File: src/rtl/mips_pkg.sv
// Shared types and constants for the MIPS core front end.
package mips_pkg;

  typedef enum logic [1:0] {
    NPC_SEQ = 2'b00,
    NPC_BR  = 2'b01,
    NPC_J   = 2'b10,
    NPC_JR  = 2'b11
  } npc_op_e;

  typedef enum logic [1:0] {
    StIdle  = 2'b00,
    StFetch = 2'b01,
    StHold  = 2'b10
  } fetch_state_e;

  localparam logic [31:0] RESET_PC_DEFAULT = 32'h0000_3000;

endpackage

File: src/rtl/npc_calc.sv
// Combinational next-PC selection: sequential, branch, jump and register-indirect.
module npc_calc
  import mips_pkg::*;
(
  input  logic [31:0] pc,
  input  logic [1:0]  npc_op,
  input  logic        br_taken,
  input  logic [31:0] imm_ext,
  input  logic [25:0] j_index,
  input  logic [31:0] jr_target,
  output logic [31:0] npc
);

  logic [31:0] pc_plus4;

  assign pc_plus4 = pc + 32'd4;

  always_comb begin
    npc = pc_plus4;
    unique case (npc_op)
      NPC_SEQ: npc = pc_plus4;
      NPC_BR:  npc = br_taken ? (pc_plus4 + imm_ext) : pc_plus4;
      NPC_J:   npc = {pc_plus4[31:28], j_index, 2'b00};
      NPC_JR:  npc = {jr_target[31:2], 2'b00};
      default: npc = pc_plus4;
    endcase
  end

endmodule

File: src/rtl/ifu_fetch.sv
// Instruction fetch unit: PC register, req/ack fetch FSM and held instruction for decode.
module ifu_fetch
  import mips_pkg::*;
#(
  parameter logic [31:0] RESET_PC = RESET_PC_DEFAULT
) (
  input  logic        clk,
  input  logic        reset,
  output logic        imem_req,
  output logic [31:0] imem_addr,
  input  logic        imem_ack,
  input  logic [31:0] imem_rdata,
  output logic        instr_valid,
  input  logic        instr_ready,
  output logic [31:0] instr,
  output logic [15:0] imm16,
  output logic [31:0] pc,
  input  logic [1:0]  npc_op,
  input  logic        br_taken,
  input  logic [31:0] imm_ext,
  input  logic [25:0] j_index,
  input  logic [31:0] jr_target,
  output logic        misalign
);

  fetch_state_e state_q, state_d;
  logic [31:0]  pc_q, pc_d;
  logic [31:0]  instr_q, instr_d;
  logic         misalign_q, misalign_d;
  logic [31:0]  npc;
  logic         capture;
  logic         retire;

  npc_calc u_npc_calc (
    .pc        (pc_q),
    .npc_op    (npc_op),
    .br_taken  (br_taken),
    .imm_ext   (imm_ext),
    .j_index   (j_index),
    .jr_target (jr_target),
    .npc       (npc)
  );

  assign capture = (state_q == StFetch) && imem_ack;
  assign retire  = (state_q == StHold) && instr_ready;

  always_comb begin
    state_d    = state_q;
    pc_d       = pc_q;
    instr_d    = instr_q;
    misalign_d = 1'b0;
    unique case (state_q)
      StIdle:  state_d = StFetch;
      StFetch: begin
        if (capture) begin
          state_d = StHold;
          instr_d = imem_rdata;
        end
      end
      StHold: begin
        if (retire) begin
          state_d    = StFetch;
          pc_d       = npc;
          // Registered so the flag lines up with the cycle after the redirect.
          misalign_d = (npc_op == NPC_JR) && (jr_target[1:0] != 2'b00);
        end
      end
      default: state_d = StIdle;
    endcase
  end

  always_ff @(posedge clk or posedge reset) begin
    if (reset) begin
      state_q    <= StIdle;
      pc_q       <= RESET_PC;
      instr_q    <= 32'h0;
      misalign_q <= 1'b0;
    end else begin
      state_q    <= state_d;
      pc_q       <= pc_d;
      instr_q    <= instr_d;
      misalign_q <= misalign_d;
    end
  end

  assign imem_req    = (state_q == StFetch);
  assign imem_addr   = pc_q;
  assign instr_valid = (state_q == StHold);
  assign instr       = instr_q;
  assign imm16       = instr_q[15:0];
  assign pc          = pc_q;
  assign misalign    = misalign_q;

endmodule

File: config.mk
export PLATFORM = sky130hd
export DESIGN_NAME = ifu_fetch
export DESIGN_NICKNAME = d
export VERILOG_FILES = /design/src/rtl/mips_pkg.sv /design/src/rtl/npc_calc.sv /design/src/rtl/ifu_fetch.sv
export SDC_FILE = /design/constraint.sdc
export NUM_CORES = 1
export LEC_CHECK = 0
export ABC_AREA = 1
export CAP_MARGIN = 20
export CORE_UTILIZATION = 42
export DETAILED_ROUTE_END_ITERATION = 10
export PLACE_DENSITY_LB_ADDON = 0.05
export SLEW_MARGIN = 5
export SYNTH_ARGS = -nofsm -noshare
export SYNTH_HDL_FRONTEND = slang
export SYNTH_SLANG_ARGS = --single-unit
export TNS_END_PERCENT = 10
File: constraint.sdc
create_clock -name clk -period 2.8 [get_ports clk]
set_input_delay 0.56 -clock clk [delete_from_list [all_inputs] [get_ports clk]]
set_output_delay 0.56 -clock clk [all_outputs]
set_load 0.01 [all_outputs]
Yosys cells after proc, flatten, opt, wreduce, memory -nomap -nowiden:

Cells that the tools add are included.

* bits of input ports: 129
* register bits: 67
* logic and storage cells: 29
* output and inout bits: 115

* eq/ne operators: 7
* reduce and logical (&&, ||, !) cells: 9
* muxes and demuxes: 7
* add/subtract/negate cells: 2

Operators with widths (count)
* $pmux 32 s4: 1
* $add 32x3->32 const B: 1
* $add 32x32->32: 1
* $mux 32: 1
* $eq 2x2->1 const B: 3
* $pmux 2 s3: 1
* $reduce_and 2->1: 3
* $eq 2x1->1 const B: 2
* $logic_not 2->1: 2
* $mux 2: 2
* $ne 2x1->1 const B: 2
* $logic_and 1x1->1: 3
* $mux 1: 2
* $reduce_bool 2->1: 1

Depth between registers and ports, before layout:

* word-level depth: 4
* mapped depth: 25
* depth with buffers taken out: 25

Modules after synthesis:

A second synthesis with hierarchy kept.

* cell total of the unflattened synthesis: 1264
* area total of the unflattened synthesis: 7706.1 um^2

By module, submodules not included
* npc_calc: seq. area each 0.0 um^2, instances 1, area an instance 4475.5 um^2, cells each 909
* ifu_fetch: seq. area each 1679.1 um^2, instances 1, area an instance 3230.6 um^2, cells each 355

Worst setup path after synthesis:

No wires, ideal clock.

* kind: register -> register
* start: reg pc_q[2], in the netlist imem_addr[2]
* end: reg pc_q[25], in the netlist imem_addr[25]
* arrival time: 2.583 ns
* buffers on the path: 0
* stages on the path, launching flop included: 17
* period minus slack after synthesis: 2.696 ns
* setup slack: 0.104 ns
* data required time: 2.687 ns
* setup time: 0.113 ns
* cell sequence: dfrtp_1 ha_1 nand3_1 nor3_2 nand4_1 and2_1 ha_1 nand2_1 nand2_1 o21bai_1 o21bai_1 a21oi_1 nand3_1 nand3_1 nand3_1 nand2_1 inv_1

* longest elaborated chain between the ends: 4

Ends and longest elaborated chain
* start, declared: line ifu_fetch.sv:27 `logic [31:0] pc_q, pc_d;`
* start signal, assigned: line ifu_fetch.sv:80 `pc_q <= pc_d;`
* $add 32x3->32 (*): line npc_calc.sv:16 `assign pc_plus4 = pc + 32'd4;`
* $add 32x32->32: line npc_calc.sv:22 `NPC_BR: npc = br_taken ? (pc_plus4 + imm_ext) : pc_plus4;`
* $mux 32: line npc_calc.sv:22
* $pmux 32 s4 (*): line npc_calc.sv:20 `unique case (npc_op)`

Mark *: on every way between the ends. The rest lies on a longest branch, timed or not.
A chain may end at the register's enable or synchronous reset.

Worst setup path in the final report:

Same ends and word-level chain as after synthesis.

==> results.sh <==
export IMPL_final_common_cell="nand2_1"
export IMPL_clk_pin_slew_ps=60
export IMPL_grt_max_degree=43
export IMPL_max_freq_mhz=336
export IMPL_cp_max_fo=4
export IMPL_portBuffers=243
export IMPL_required_ps=3030
export IMPL_hpwlAfterDp_mm=21.9
export IMPL_syn_cell_area_um2=6860
export IMPL_num_rows=46
export IMPL_p_comb_frac=0.753
export IMPL_track_usage=0.326
export IMPL_outcome="finished with violations"
export IMPL_hold_end="instr[19]$_DFFE_PP0P_"
export IMPL_synth_ff_type="dfrtp_1"
export IMPL_drt_vias_per_instance=5.19
export IMPL_hold_viol_final=0
export IMPL_wl_per_cell_um=17.0
export IMPL_cts_sinks=67
export IMPL_r2r_slack_ps=-180
export IMPL_grt_busiest_layer="met2"
export IMPL_cts_made_buffers=9
export IMPL_post_place_ws_ps=-542
export IMPL_switching_share=0.449
export IMPL_slew_headroom=0.655
export IMPL_period_minus_slack_ps=2980
export IMPL_num_io_pins=244
export IMPL_cp_arrival_ps=3200
export IMPL_cts_hold_buf=0
export IMPL_use_met2=0.558
export IMPL_critPathBufInv=6
export IMPL_clock_skew_ps=6.94
export IMPL_crit_path_start_kind="flop"
export IMPL_vias=8668
export IMPL_reg2reg_depth=21
export IMPL_drive_gt1_frac=0.305
export IMPL_timing_hold_ws_ps=509
export IMPL_hp_class="reg2reg"
export IMPL_drv_slew=0
export IMPL_r2r_end="imem_addr[25]$_DFFE_PP0P_"
export IMPL_syn_inst=1075
export IMPL_final_cell_mix="nand2_1 (295), clkdlybuf4s50_1 (243), buf_4 (182)"
export IMPL_yosysSeqAreaShare=0.245
export IMPL_clockPowerShare=0.097
export IMPL_cp_cell_sequence="buf_6, inv_2, nor2_8, nand2_2, nor2_4, nand3b_1, xor2_1, buf_4, inv_1, ha_4, nand2_2, nor2_2, nand2_1, inv_1, nand3_1, nand2_1, nand2_1, nand3_2, nand3_2, nand2_1, inv_1"
export IMPL_grt_pass1_vias=8260
export IMPL_setup_viol=19
export IMPL_slowest_stage="dfrtp_1"
export IMPL_h_tree_depth=3
export IMPL_area_growth_pct=74.3
export IMPL_antenna_found_initial=0
export IMPL_worstHoldPathCells=1
export IMPL_syn_area_per_cell_um2=6.38
export IMPL_die_x_um=130
export IMPL_gp_congestion=0.979
export IMPL_cts_tree="yes"
export IMPL_drtIter0Drc=525
export IMPL_synth_edf_count=0
export IMPL_finalSetupTns_ps=-1840
export IMPL_drcViolationCount=0
export IMPL_fin_crit_sh=1.06
export IMPL_grt_setup_unrepaired="true"
export IMPL_endpoint_kind="flop"
export IMPL_clk_path_buf_depth=2
export IMPL_powerDensity_nw_per_um2=1070
export IMPL_max_stage_delay_ps=400
export IMPL_antenna_cells=0
export IMPL_gr_total_overflow=0
export IMPL_grt_pass1_wl_mm=41.7
export IMPL_worst_pin_slew_ps=512
export IMPL_dieArea_um2=16900
export IMPL_layout_nets=1615
export IMPL_clkLatencyLatePin_ps=340
export IMPL_crit_type="reg2reg"
export IMPL_postRouteAntennaNets=0
export IMPL_synth_seq_cells=67
export IMPL_max_vdd_ir_drop_mv=0.783
export IMPL_fin_ws_ps=-180
export IMPL_syn_num_nets=1241
export IMPL_core_area_um2=15900
export IMPL_netSwitchingPower_w=0.00575
export IMPL_grt_met1_usage=0.396
export IMPL_drv_cap=0
export IMPL_start_util=0.430
export IMPL_post_synth_num_cell_types=43
export IMPL_synth_warnings=0
export IMPL_cts_root_buf="clkbuf_16"
export IMPL_drt_total_wl_mm=28.5
export IMPL_failed_checks="negative setup slack"
export IMPL_cp_top_family="simple AND/OR/NAND/NOR gates"
export IMPL_dr_pass1_iters=5
export IMPL_internal_power_w=0.00705
export IMPL_dieHeight_um=130
export IMPL_r2r_start="imem_addr[2]$_DFFE_PP0P_"
export IMPL_hp_start="instr[19]$_DFFE_PP0P_"
export IMPL_p_leak_nw=5.78
export IMPL_p_seq_frac=0.150
export IMPL_synthArstFlopShare=1.00
export IMPL_cp_common_cell="nand2_1"
export IMPL_grtUsageMet3=0.0590
kinds of logic (layout without fill, tap and decap cells):
family	after synthesis	in the layout	synth area share
xor gates and xnor gates	24	24	0.0306
buffers and inverters	227	606	0.151
DFF	67	67	0.245
and+or+nand+nor	572	572	0.357
AOI/OAI and AO/OA	116	116	0.0956
adders and majority gates	37	37	0.0686
muxes	32	32	0.0525
Yosys cell counts, drive strengths merged, types with 4 or more instances:
cell type | n | area share
nand4 | 16 | 0.015
dfrtp | 65 | 0.24
or2 | 7 | 0.0064
xor2 | 15 | 0.019
buf | 57 | 0.058
o22ai | 5 | 0.0046
clkbuf | 13 | 0.0073
nand3 | 86 | 0.063
nand2 | 355 | 0.20
nand3b | 13 | 0.014
o21ai | 44 | 0.032
xnor2 | 9 | 0.011
nor3 | 10 | 0.0088
ha | 36 | 0.066
o21bai | 10 | 0.011
a21oi | 41 | 0.030
a31oi | 4 | 0.0036
mux2 | 32 | 0.053
and2 | 5 | 0.0046
nor2 | 80 | 0.049
inv | 155 | 0.085
a21o | 4 | 0.0044
cell type report:
cell class | instances | area, um^2
multi-input combinational | 781 | 5170
fill | 1278 | 3980
timing repair buffer | 433 | 3920
sequential | 67 | 1680
inverter | 157 | 592
tap | 216 | 270
clock buffer | 9 | 225
clock inverter | 7 | 100
power groups by stage:
stage,sequential (W),clock (W),combinational (W)
after global placement,0.00188,0,0.00790
final,0.00192,0.00124,0.00964
after detailed placement,0.00189,0,0.00795
after CTS,0.00189,0.00126,0.00879
after floorplan,0.00212,0,0.00388
after global routing,0.00198,0.00131,0.0103
through the flow:
step,instances,total power [W],area (um^2),utilization
after floorplan,1075,0.00600,6860,-
after global placement,1618,0.00978,10300,0.647
after detailed placement,1618,0.00984,10300,0.647
after CTS,1660,0.0119,11400,0.714
after global routing,1670,0.0136,12000,0.750
final,1670,0.0128,12000,0.750
worst register-to-register path: cells and delay by family (launching register included):
kind          cells  cell delay [ps]
flops             1              400
xor+xnor          1              170
simple gates     13             1460
fa+ha+maj         1              280
buf+inv           6              560
metal layers:
layer  part of all wire  routed length [um]
met5                  0                   0
met4              0.045                1290
met2               0.49               13900
met1               0.39               11100
met3              0.077                2200
flip-flops by register name (all words and copies together) (netlist names):
register,flops
imem_addr,32
state_q,2
instr,32
misalign,1
timing repair:
item                                    4_1_cts  5_1_grt
endpoints found under the setup margin       24       26
gates resized for setup                     130      117
endpoints found under the hold margin         0        0
setup buffers                                28       11
pin swaps                                    52       70
worst max-delay path by stage:
| stage | startpoint | slack, ps | endpoint | cells after the start |
|---|---|---|---|---|
| global route | imem_addr[13]$_DFFE_PP1P_ | -310 | imem_addr[31]$_DFFE_PP0P_ | 23 |
| CTS | imem_addr[13]$_DFFE_PP1P_ | -130 | imem_addr[29]$_DFFE_PP0P_ | 19 |
| global placement | imem_addr[13]$_DFFE_PP1P_ | -590 | imem_addr[31]$_DFFE_PP0P_ | 22 |
| floorplan | imem_addr[2]$_DFFE_PP0P_ | 100 | imem_addr[25]$_DFFE_PP0P_ | 16 |
| detailed placement | imem_addr[13]$_DFFE_PP1P_ | -540 | imem_addr[31]$_DFFE_PP0P_ | 22 |
| finish | imem_addr[2]$_DFFE_PP0P_ | -180 | imem_addr[25]$_DFFE_PP0P_ | 21 |
Note: power is estimated with default switching activity, not from simulation.
